## config.mk

```make
export PLATFORM = sky130hd
export DESIGN_NAME = cve2_rf_writeback
export DESIGN_NICKNAME = d
export VERILOG_FILES = /design/src/rtl/cve2_rf_writeback_pkg.sv /design/src/rtl/cve2_rf_writeback_fifo.sv /design/src/rtl/cve2_rf_writeback.sv
export SDC_FILE = /design/constraint.sdc
export NUM_CORES = 1
export LEC_CHECK = 0
export ABC_AREA = 1
export BUFFER_PORTS_ARGS = -buffer_cell sky130_fd_sc_hd__buf_4
export CORE_AREA = 4 4 117 119
export CTS_CLUSTER_SIZE = 30
export DETAILED_ROUTE_END_ITERATION = 10
export DIE_AREA = 0 0 121 123
export PLACE_DENSITY_LB_ADDON = 0.08
export REMOVE_ABC_BUFFERS = 1
export SKIP_LAST_GASP = 1
export SYNTH_ARGS = -nofsm -noshare
export SYNTH_HDL_FRONTEND = slang
export SYNTH_SLANG_ARGS = --single-unit
```

## constraint.sdc

```tcl
create_clock -name clk_i -period 3.4 [get_ports clk_i]
set_clock_uncertainty 0.1 [all_clocks]
set_input_delay 0.68 -clock clk_i [delete_from_list [all_inputs] [get_ports clk_i]]
set_output_delay 0.68 -clock clk_i [all_outputs]
set_load 0.005 [all_outputs]
```

## src/rtl/cve2_rf_writeback_pkg.sv

```systemverilog
// Shared writeback types: register-file write request, starvation limit, address legality helper.
// Pure declarations, no timing.
package cve2_rf_writeback_pkg;

  localparam int unsigned WbDataWidth = 32;
  localparam logic [1:0]  StarvLimit  = 2'd2;

  typedef struct packed {
    logic [4:0]             addr;
    logic [WbDataWidth-1:0] data;
  } wb_req_t;

  // x0 is never written; in 16-register mode the upper half of the address space does not exist.
  function automatic logic wb_addr_legal(input logic [4:0] addr, input bit rv32e);
    return (addr != 5'd0) && !(rv32e && addr[4]);
  endfunction

endpackage

```

## src/rtl/cve2_rf_writeback_fifo.sv

```systemverilog
// LSU write buffer: ring of Depth requests with per-entry address match for hazard probing.
// Latency 1 push-to-head; push ignored when full, pop ignored when empty.
module cve2_rf_wb_fifo
  import cve2_rf_writeback_pkg::*;
#(
  parameter int unsigned Depth = 2
) (
  input  logic             clk_i,
  input  logic             rst_i,
  input  logic             push_i,
  input  wb_req_t          push_req_i,
  input  logic             pop_i,
  output logic             full_o,
  output logic             empty_o,
  output wb_req_t          head_o,
  input  logic [4:0]       chk_addr_i,
  output logic [Depth-1:0] match_o
);

  localparam int unsigned PtrW = (Depth > 1) ? $clog2(Depth) : 1;

  wb_req_t          mem_q [Depth];
  logic [Depth-1:0] vld_q, vld_d;
  logic [PtrW-1:0]  wr_ptr_q, wr_ptr_d;
  logic [PtrW-1:0]  rd_ptr_q, rd_ptr_d;
  logic             push, pop;

  assign full_o  = &vld_q;
  assign empty_o = ~|vld_q;
  assign push    = push_i && !full_o;
  assign pop     = pop_i && !empty_o;
  assign head_o  = mem_q[rd_ptr_q];

  // Depth is a power of two, so pointer increments wrap on their own.
  always_comb begin
    vld_d    = vld_q;
    wr_ptr_d = wr_ptr_q;
    rd_ptr_d = rd_ptr_q;
    if (pop) begin
      vld_d[rd_ptr_q] = 1'b0;
      rd_ptr_d        = rd_ptr_q + PtrW'(1);
    end
    if (push) begin
      vld_d[wr_ptr_q] = 1'b1;
      wr_ptr_d        = wr_ptr_q + PtrW'(1);
    end
  end

  always_comb begin
    match_o = '0;
    for (int i = 0; i < Depth; i++) begin
      match_o[i] = vld_q[i] && (mem_q[i].addr == chk_addr_i);
    end
  end

  always_ff @(posedge clk_i) begin
    if (rst_i) begin
      vld_q    <= '0;
      wr_ptr_q <= '0;
      rd_ptr_q <= '0;
    end else begin
      vld_q    <= vld_d;
      wr_ptr_q <= wr_ptr_d;
      rd_ptr_q <= rd_ptr_d;
    end
  end

  always_ff @(posedge clk_i) begin
    if (push) begin
      mem_q[wr_ptr_q] <= push_req_i;
    end
  end

endmodule

```

## src/rtl/cve2_rf_writeback.sv

```systemverilog
// Register-file write port arbiter between ALU results and buffered LSU load data.
// Latency 1 grant-to-write; ALU stalls while the LSU buffer drains (bounded by starvation counter), LSU stalls when the buffer is full.
module cve2_rf_writeback
  import cve2_rf_writeback_pkg::*;
#(
  parameter int unsigned DataWidth = WbDataWidth,
  parameter bit          RV32E     = 1'b0,
  parameter int unsigned FifoDepth = 2
) (
  input  logic                 clk_i,
  input  logic                 rst_i,
  input  logic                 alu_valid_i,
  output logic                 alu_ready_o,
  input  logic [4:0]           alu_waddr_i,
  input  logic [DataWidth-1:0] alu_wdata_i,
  input  logic                 lsu_valid_i,
  output logic                 lsu_ready_o,
  input  logic [4:0]           lsu_waddr_i,
  input  logic [DataWidth-1:0] lsu_wdata_i,
  output logic [4:0]           waddr_a_o,
  output logic [DataWidth-1:0] wdata_a_o,
  output logic                 we_a_o,
  input  logic [4:0]           chk_addr_i,
  output logic                 pend_hit_o,
  output logic                 err_o
);

  wb_req_t              alu_req, lsu_req, head_req, wr_req;
  logic                 fifo_full, fifo_empty;
  logic [FifoDepth-1:0] fifo_match;
  logic                 alu_grant, fifo_pop, lsu_push;
  logic [1:0]           starv_q, starv_d;
  logic                 we_q, we_d;
  logic                 err_q, err_d;
  logic [4:0]           waddr_q, waddr_d;
  logic [DataWidth-1:0] wdata_q, wdata_d;

  assign alu_req = '{addr: alu_waddr_i, data: alu_wdata_i};
  assign lsu_req = '{addr: lsu_waddr_i, data: lsu_wdata_i};

  // Load data wins the port unless the ALU has already watched StarvLimit pops go by.
  assign alu_grant = !rst_i && alu_valid_i && (fifo_empty || (starv_q >= StarvLimit));
  assign fifo_pop  = !rst_i && !fifo_empty && !alu_grant;
  assign lsu_push  = !rst_i && lsu_valid_i && !fifo_full;

  assign alu_ready_o = alu_grant;
  assign lsu_ready_o = !rst_i && !fifo_full;

  cve2_rf_wb_fifo #(
    .Depth (FifoDepth)
  ) u_fifo (
    .clk_i      (clk_i),
    .rst_i      (rst_i),
    .push_i     (lsu_push),
    .push_req_i (lsu_req),
    .pop_i      (fifo_pop),
    .full_o     (fifo_full),
    .empty_o    (fifo_empty),
    .head_o     (head_req),
    .chk_addr_i (chk_addr_i),
    .match_o    (fifo_match)
  );

  always_comb begin
    starv_d = starv_q;
    if (!alu_valid_i || alu_grant) begin
      starv_d = '0;
    end else if (fifo_pop) begin
      starv_d = starv_q + 2'd1;
    end

    wr_req  = alu_grant ? alu_req : head_req;
    we_d    = (alu_grant || fifo_pop) && wb_addr_legal(wr_req.addr, RV32E);
    waddr_d = waddr_q;
    wdata_d = wdata_q;
    if (alu_grant || fifo_pop) begin
      waddr_d = wr_req.addr;
      wdata_d = wr_req.data;
    end

    // Illegal addresses are flagged when the source hands them over, not when they drain.
    err_d = RV32E && ((alu_grant && alu_waddr_i[4]) || (lsu_push && lsu_waddr_i[4]));
  end

  always_ff @(posedge clk_i) begin
    if (rst_i) begin
      starv_q <= '0;
      we_q    <= 1'b0;
      err_q   <= 1'b0;
      waddr_q <= '0;
      wdata_q <= '0;
    end else begin
      starv_q <= starv_d;
      we_q    <= we_d;
      err_q   <= err_d;
      waddr_q <= waddr_d;
      wdata_q <= wdata_d;
    end
  end

  assign we_a_o     = we_q;
  assign err_o      = err_q;
  assign waddr_a_o  = waddr_q;
  assign wdata_a_o  = wdata_q;
  assign pend_hit_o = (chk_addr_i != 5'd0) &&
                      ((|fifo_match) || (we_q && (waddr_q == chk_addr_i)));

endmodule
```

; ---- Yosys cells after proc, flatten, opt, wreduce, memory -nomap -nowiden
; Memory sizes are Yosys's and may differ from the RTL's. A register that Yosys moved wholly into a read port is not among the register bits.
; Index checks and enable logic that the tools add are counted.
[totals]
regBits = 44
latch_bits = 0
ram_bits = 74
mem_bits_ro = 0
n_memories = 1
[mem_list]
columns = memory, words, word_bits, read_ports, rd_ports_with_merged_regs, wr, line_no
row1 = u_fifo.mem_q, 2, 37, 3, 1, 1, cve2_rf_writeback_fifo.sv:22  ; wb_req_t mem_q [Depth];
[op_classes]
n_addsub = 3
mul = 0
div = 0
magnitude_cmp = 5
eq_ne = 3
n_shift = 0
mux = 11
bitwise_logic = 3
reduce_logical = 31
[ops]
columns = cell, n
row1 = 37-bit 2-to-1 mux, 1
row2 = 1-bit logical AND, 16
row3 = 5-bit equality test, 3
row4 = 5-bit nonzero test, 2
row5 = 1-bit 2-to-1 mux, 6
row6 = 2-bit OR reduction, 3
row7 = 1-bit logical NOT, 5
row8 = 1-bit logical OR, 4
row9 = 1-bit by 2-bit less-than comparator with 1-bit output (second input constant), 2
row10 = 2-bit 2-to-1 mux, 2
row11 = 1-bit adder (second input constant), 2
row12 = 2-bit by 1-bit adder with 2-bit output (second input constant), 1
row13 = 2-bit bitwise AND, 1
row14 = 1-bit demux with 1-bit select, 2
row15 = 1-bit greater-or-equal comparator (second input constant), 2
row16 = 2-bit greater-or-equal comparator (second input constant), 1
row17 = 2-bit NOT, 1
row18 = 2-bit bitwise OR, 1
row19 = 2-bit AND reduction, 1

; ---- Longest topological paths before layout
[logic_depth]
depth_word = 10
depth_mapped = 11
ltp_nobuf = 10

; ---- Hierarchy
; A second synthesis with hierarchy kept.
[hier_totals]
cells_unflattened = 487
hier_area_um2 = 5395.2
[modules_own_cells]
columns = mod, n_inst, cells_each, area_per_inst_um2, seq_area_each_um2
row1 = cve2_rf_wb_fifo, 1, 190, 3193.1, 2322.2
row2 = cve2_rf_writeback, 1, 297, 2202.1, 800.8

; ---- Worst setup path before layout
; Ideal clock, no wire load.
[synth_timing]
path_type = input-to-reg
start = in rst_i
end = mem u_fifo.mem_q[1][0] (netlist bit) (enable)
arrival_time_ps = 2568
setup_slack_ps = 299
stages = 3
n_path_buf = 0
cell_sequence = a21oi_1 > nand2_1 > nor2_1
[synth_between]
elab_chain_cells = 6
[synth_lines]
columns = item, line_no
row1 = "start, declared", cve2_rf_writeback.sv:11  ; input logic rst_i,
row2 = 1-bit logical NOT, cve2_rf_writeback.sv:44  ; assign lsu_push = !rst_i && lsu_valid_i && !fifo_full;
row3 = 1-bit logical AND (2 in series), cve2_rf_writeback.sv:44
row4 = 1-bit logical AND, cve2_rf_writeback_fifo.sv:30  ; assign push = push_i && !full_o;
row5 = 1-bit 2-to-1 mux, cve2_rf_writeback_fifo.sv:69  ; if (push) begin
row6 = 1-bit 2-to-1 mux (implied by the code), cve2_rf_writeback_fifo.sv:70  ; mem_q[wr_ptr_q] <= push_req_i;
row7 = "end, declared", cve2_rf_writeback_fifo.sv:22
; Every way passes these cells.

; ---- Worst setup path after layout
[layout_timing]
start = in rst_i
end = out alu_ready_o
[layout_between]
elab_chain_cells = 3
[layout_lines]
columns = item, line_no
row1 = 1-bit logical NOT, cve2_rf_writeback.sv:42  ; assign alu_grant = !rst_i && alu_valid_i && (fifo_empty || (starv_q >= StarvLimit));
row2 = 1-bit logical AND (2 in series), cve2_rf_writeback.sv:42
row3 = "end, declared", cve2_rf_writeback.sv:13  ; output logic alu_ready_o,
; Every way passes these cells.

==> results.sh <==
export IMPL_fin_crit_sh=0.762
export IMPL_io_pins=125
export IMPL_drt_iter0_markers=221
export IMPL_r2r_start="u_fifo.vld_q[1]"
export IMPL_worstSetupPathType="in -> out"
export IMPL_syn_area_um2=4940
export IMPL_ant_nets=0
export IMPL_rsz0062_at_grt="false"
export IMPL_ff2ff_path_depth=6
export IMPL_vias_per_cell=4.75
export IMPL_fin_setup_tns_ps=0
export IMPL_drtPass1Iterations=4
export IMPL_cts_hold_buf=0
export IMPL_syn_inst=487
export IMPL_dp_hpwl_um=8390
export IMPL_status="finished clean"
export IMPL_post_route_min_period_ps=2590
export IMPL_num_antenna_cells=0
export IMPL_initial_core_util=0.393
export IMPL_max_cap_violations=0
export IMPL_clkTransAtPathRegs_ps=50
export IMPL_die_w_um=121
export IMPL_yosysWarnings=0
export IMPL_ir_drop_uv=258
export IMPL_numPortBuffers=123
export IMPL_antenna_found_initial=0
export IMPL_ys_types=26
export IMPL_grt_max_degree=40
export IMPL_postCtsSetupRepairBufs=0
export IMPL_cp_max_fo=35
export IMPL_slew_headroom=0.468
export IMPL_hold_viol=0
export IMPL_vias=3782
export IMPL_grt_ovfl_total=0
export IMPL_cts_htree_levels=4
export IMPL_grt_pass1_wl_um=19000
export IMPL_crit_arrival_ps=1810
export IMPL_fill_cells=1190
export IMPL_routabilityCongestion=0.852
export IMPL_synth_seq_area_share=0.633
export IMPL_hold_class="in -> reg"
export IMPL_fmax_mhz=386
export IMPL_hold_slack_ps=357
export IMPL_crit_path_end_kind="output port"
export IMPL_avgSynthCellArea_um2=10.1
export IMPL_routed_wl_um=12200
export IMPL_route_detailed_drc=0
export IMPL_die_height_um=123
export IMPL_worst_skew_pair_late_latency_ps=410
export IMPL_core_area_um2=12600
export IMPL_cts_sinks=119
export IMPL_tightestPinTransition_ps=798
export IMPL_setup_viol=0
export IMPL_ys_seq_elements=119
export IMPL_pwr_density_cell_nw_per_um2=542
export IMPL_nNetsFinal=696
export IMPL_hold_path_depth=1
export IMPL_leakagePower_nw=2.73
export IMPL_avgRoutedWirePerCell_um=15.2
export IMPL_required_ps=2620
export IMPL_hold_path_startpoint="lsu_wdata_i[26]"
export IMPL_layout_drive_gt1_share=0.274
export IMPL_rr_endpoint="u_fifo.mem_q[0][5]"
export IMPL_min_to="u_fifo.mem_q[1][26]"
export IMPL_cts_buffers=17
export IMPL_root_buffer="clkbuf_16"
export IMPL_start_kind="input port"
export IMPL_cts_tree="built"
export IMPL_grt_usage=0.169
export IMPL_area_growth_pct=32.6
export IMPL_rows=41
export IMPL_r2r_setup_slack_ps=1450
export IMPL_grt_pass1_vias=3791
export IMPL_ctsLongestPathBuffers=2
export IMPL_drv_slew=0
export IMPL_die_area_um2=14900
export IMPL_cts_resized_gates=0
-- final cells by class --
type                       instances  area, um2  share of cell area
multi-input combinational        304       1540               0.235
tap                              172        215              0.0329
timing repair buffer             133       1020               0.156
sequential                       119       3120               0.477
clock buffer                      18        439              0.0671
clock inverter                    14       66.3              0.0101
inverter                          37        139              0.0212
-- worst max-delay path: stages --
cell	delay (ps)
buf_4	240
inv_2	120
nand2_2	110
inv_2	70
nand2_4	340
inv_1	90
buf_4	150
-- per-layer routing --
metal / global-route usage / up-vias / part of all wire
met3: 0.0581 / 20 / 0.060
met1: 0.210 / 1745 / 0.45
met2: 0.268 / 95 / 0.47
met5: 0 / - / 0
li1: - / 1922 / -
met4: 0.0765 / 0 / 0.022
-- kinds of logic (layout without fill, tap and decap cells) --
kind of cell,after synthesis,count (layout),synth area share
simple gates,171,171,0.138
fa+ha+maj,1,1,0.00253
flops,119,119,0.633
other cells,1,1,0.000760
buf+inv,64,202,0.0568
xor+xnor,2,2,0.00355
compound gates,129,129,0.165
-- worst max-delay path by stage --
stage           from                  to  slack, ps  cells after the start
4_1_cts        rst_i         alu_ready_o        800                      7
3_5_place_dp   rst_i         alu_ready_o        810                      7
6_report       rst_i         alu_ready_o        810                      7
5_1_grt        rst_i         alu_ready_o        720                      7
3_3_place_gp   rst_i         alu_ready_o        820                      7
2_1_floorplan  rst_i  u_fifo.mem_q[1][0]        300                      3
-- power by group --
part	leakage, nW	internal, mW	total (mW)	switching, mW
combinational	1.42	0.186	0.398	0.212
sequential	1.05	1.61	1.64	0.0307
clock	0.258	0.921	1.51	0.590
total	2.73	2.72	3.55	0.833
-- through the flow --
step	worst slack, ps	area, um2	instances	power [mW]	util
4_1_cts	801	6550	797	3.59	0.521
3_5_place_dp	808	6040	765	2.07	0.481
5_1_grt	725	6550	797	3.71	0.521
6_report	808	6550	797	3.55	0.521
2_1_floorplan	299	4800	460	1.84	-
3_3_place_gp	824	6040	765	2.06	0.481
-- sequential cells by signal (all words and copies together) (netlist names), named ones only --
signal / flops
u_fifo.wr_ptr_q: 1
u_fifo.mem_q: 74
u_fifo.rd_ptr_q: 1
starv_q: 2
we_a_o: 1
waddr_a_o: 5
u_fifo.vld_q: 2
wdata_a_o: 32
-- cells in the final DEF, fill, tap and decap left out, types with 2 or more instances in the layout --
| cell type | count |
|---|---|
| nand2_1 | 138 |
| nand2_2 | 4 |
| buf_4 | 131 |
| a21boi_0 | 32 |
| inv_1 | 33 |
| buf_12 | 2 |
| dfxtp_1 | 45 |
| edfxtp_1 | 74 |
| clkinv_1 | 7 |
| a21oi_1 | 41 |
| xor2_1 | 2 |
| o211ai_1 | 35 |
| clkinv_2 | 7 |
| inv_2 | 3 |
| o21ai_0 | 20 |
| clkbuf_16 | 17 |
| nand3_1 | 8 |
| nor2_1 | 15 |
-- cells in the mapped netlist --
cell	instances	area, um2
nand2_4	1	11.3
o21ai_2	1	8.76
or2_2	1	6.26
edfxtp_1	74	2220
ha_1	1	12.5
nand3_1	8	40.0
a21oi_1	41	205
nand2_1	138	518
o21ai_0	20	100
dfxtp_1	45	901
nand3_2	1	10.0
inv_2	3	11.3
clkbuf_1	6	22.5
nand3b_1	1	7.51
nand2_2	4	25.0
a21boi_0	32	240
buf_6	2	22.5
xor2_1	2	17.5
buf_2	17	85.1
conb_1	1	3.75
buf_4	1	7.51
inv_1	34	128
buf_1	1	3.75
nor3_1	1	5.00
nor2_1	16	60.1
o211ai_1	35	263
Power figures use the tool's default switching activity.
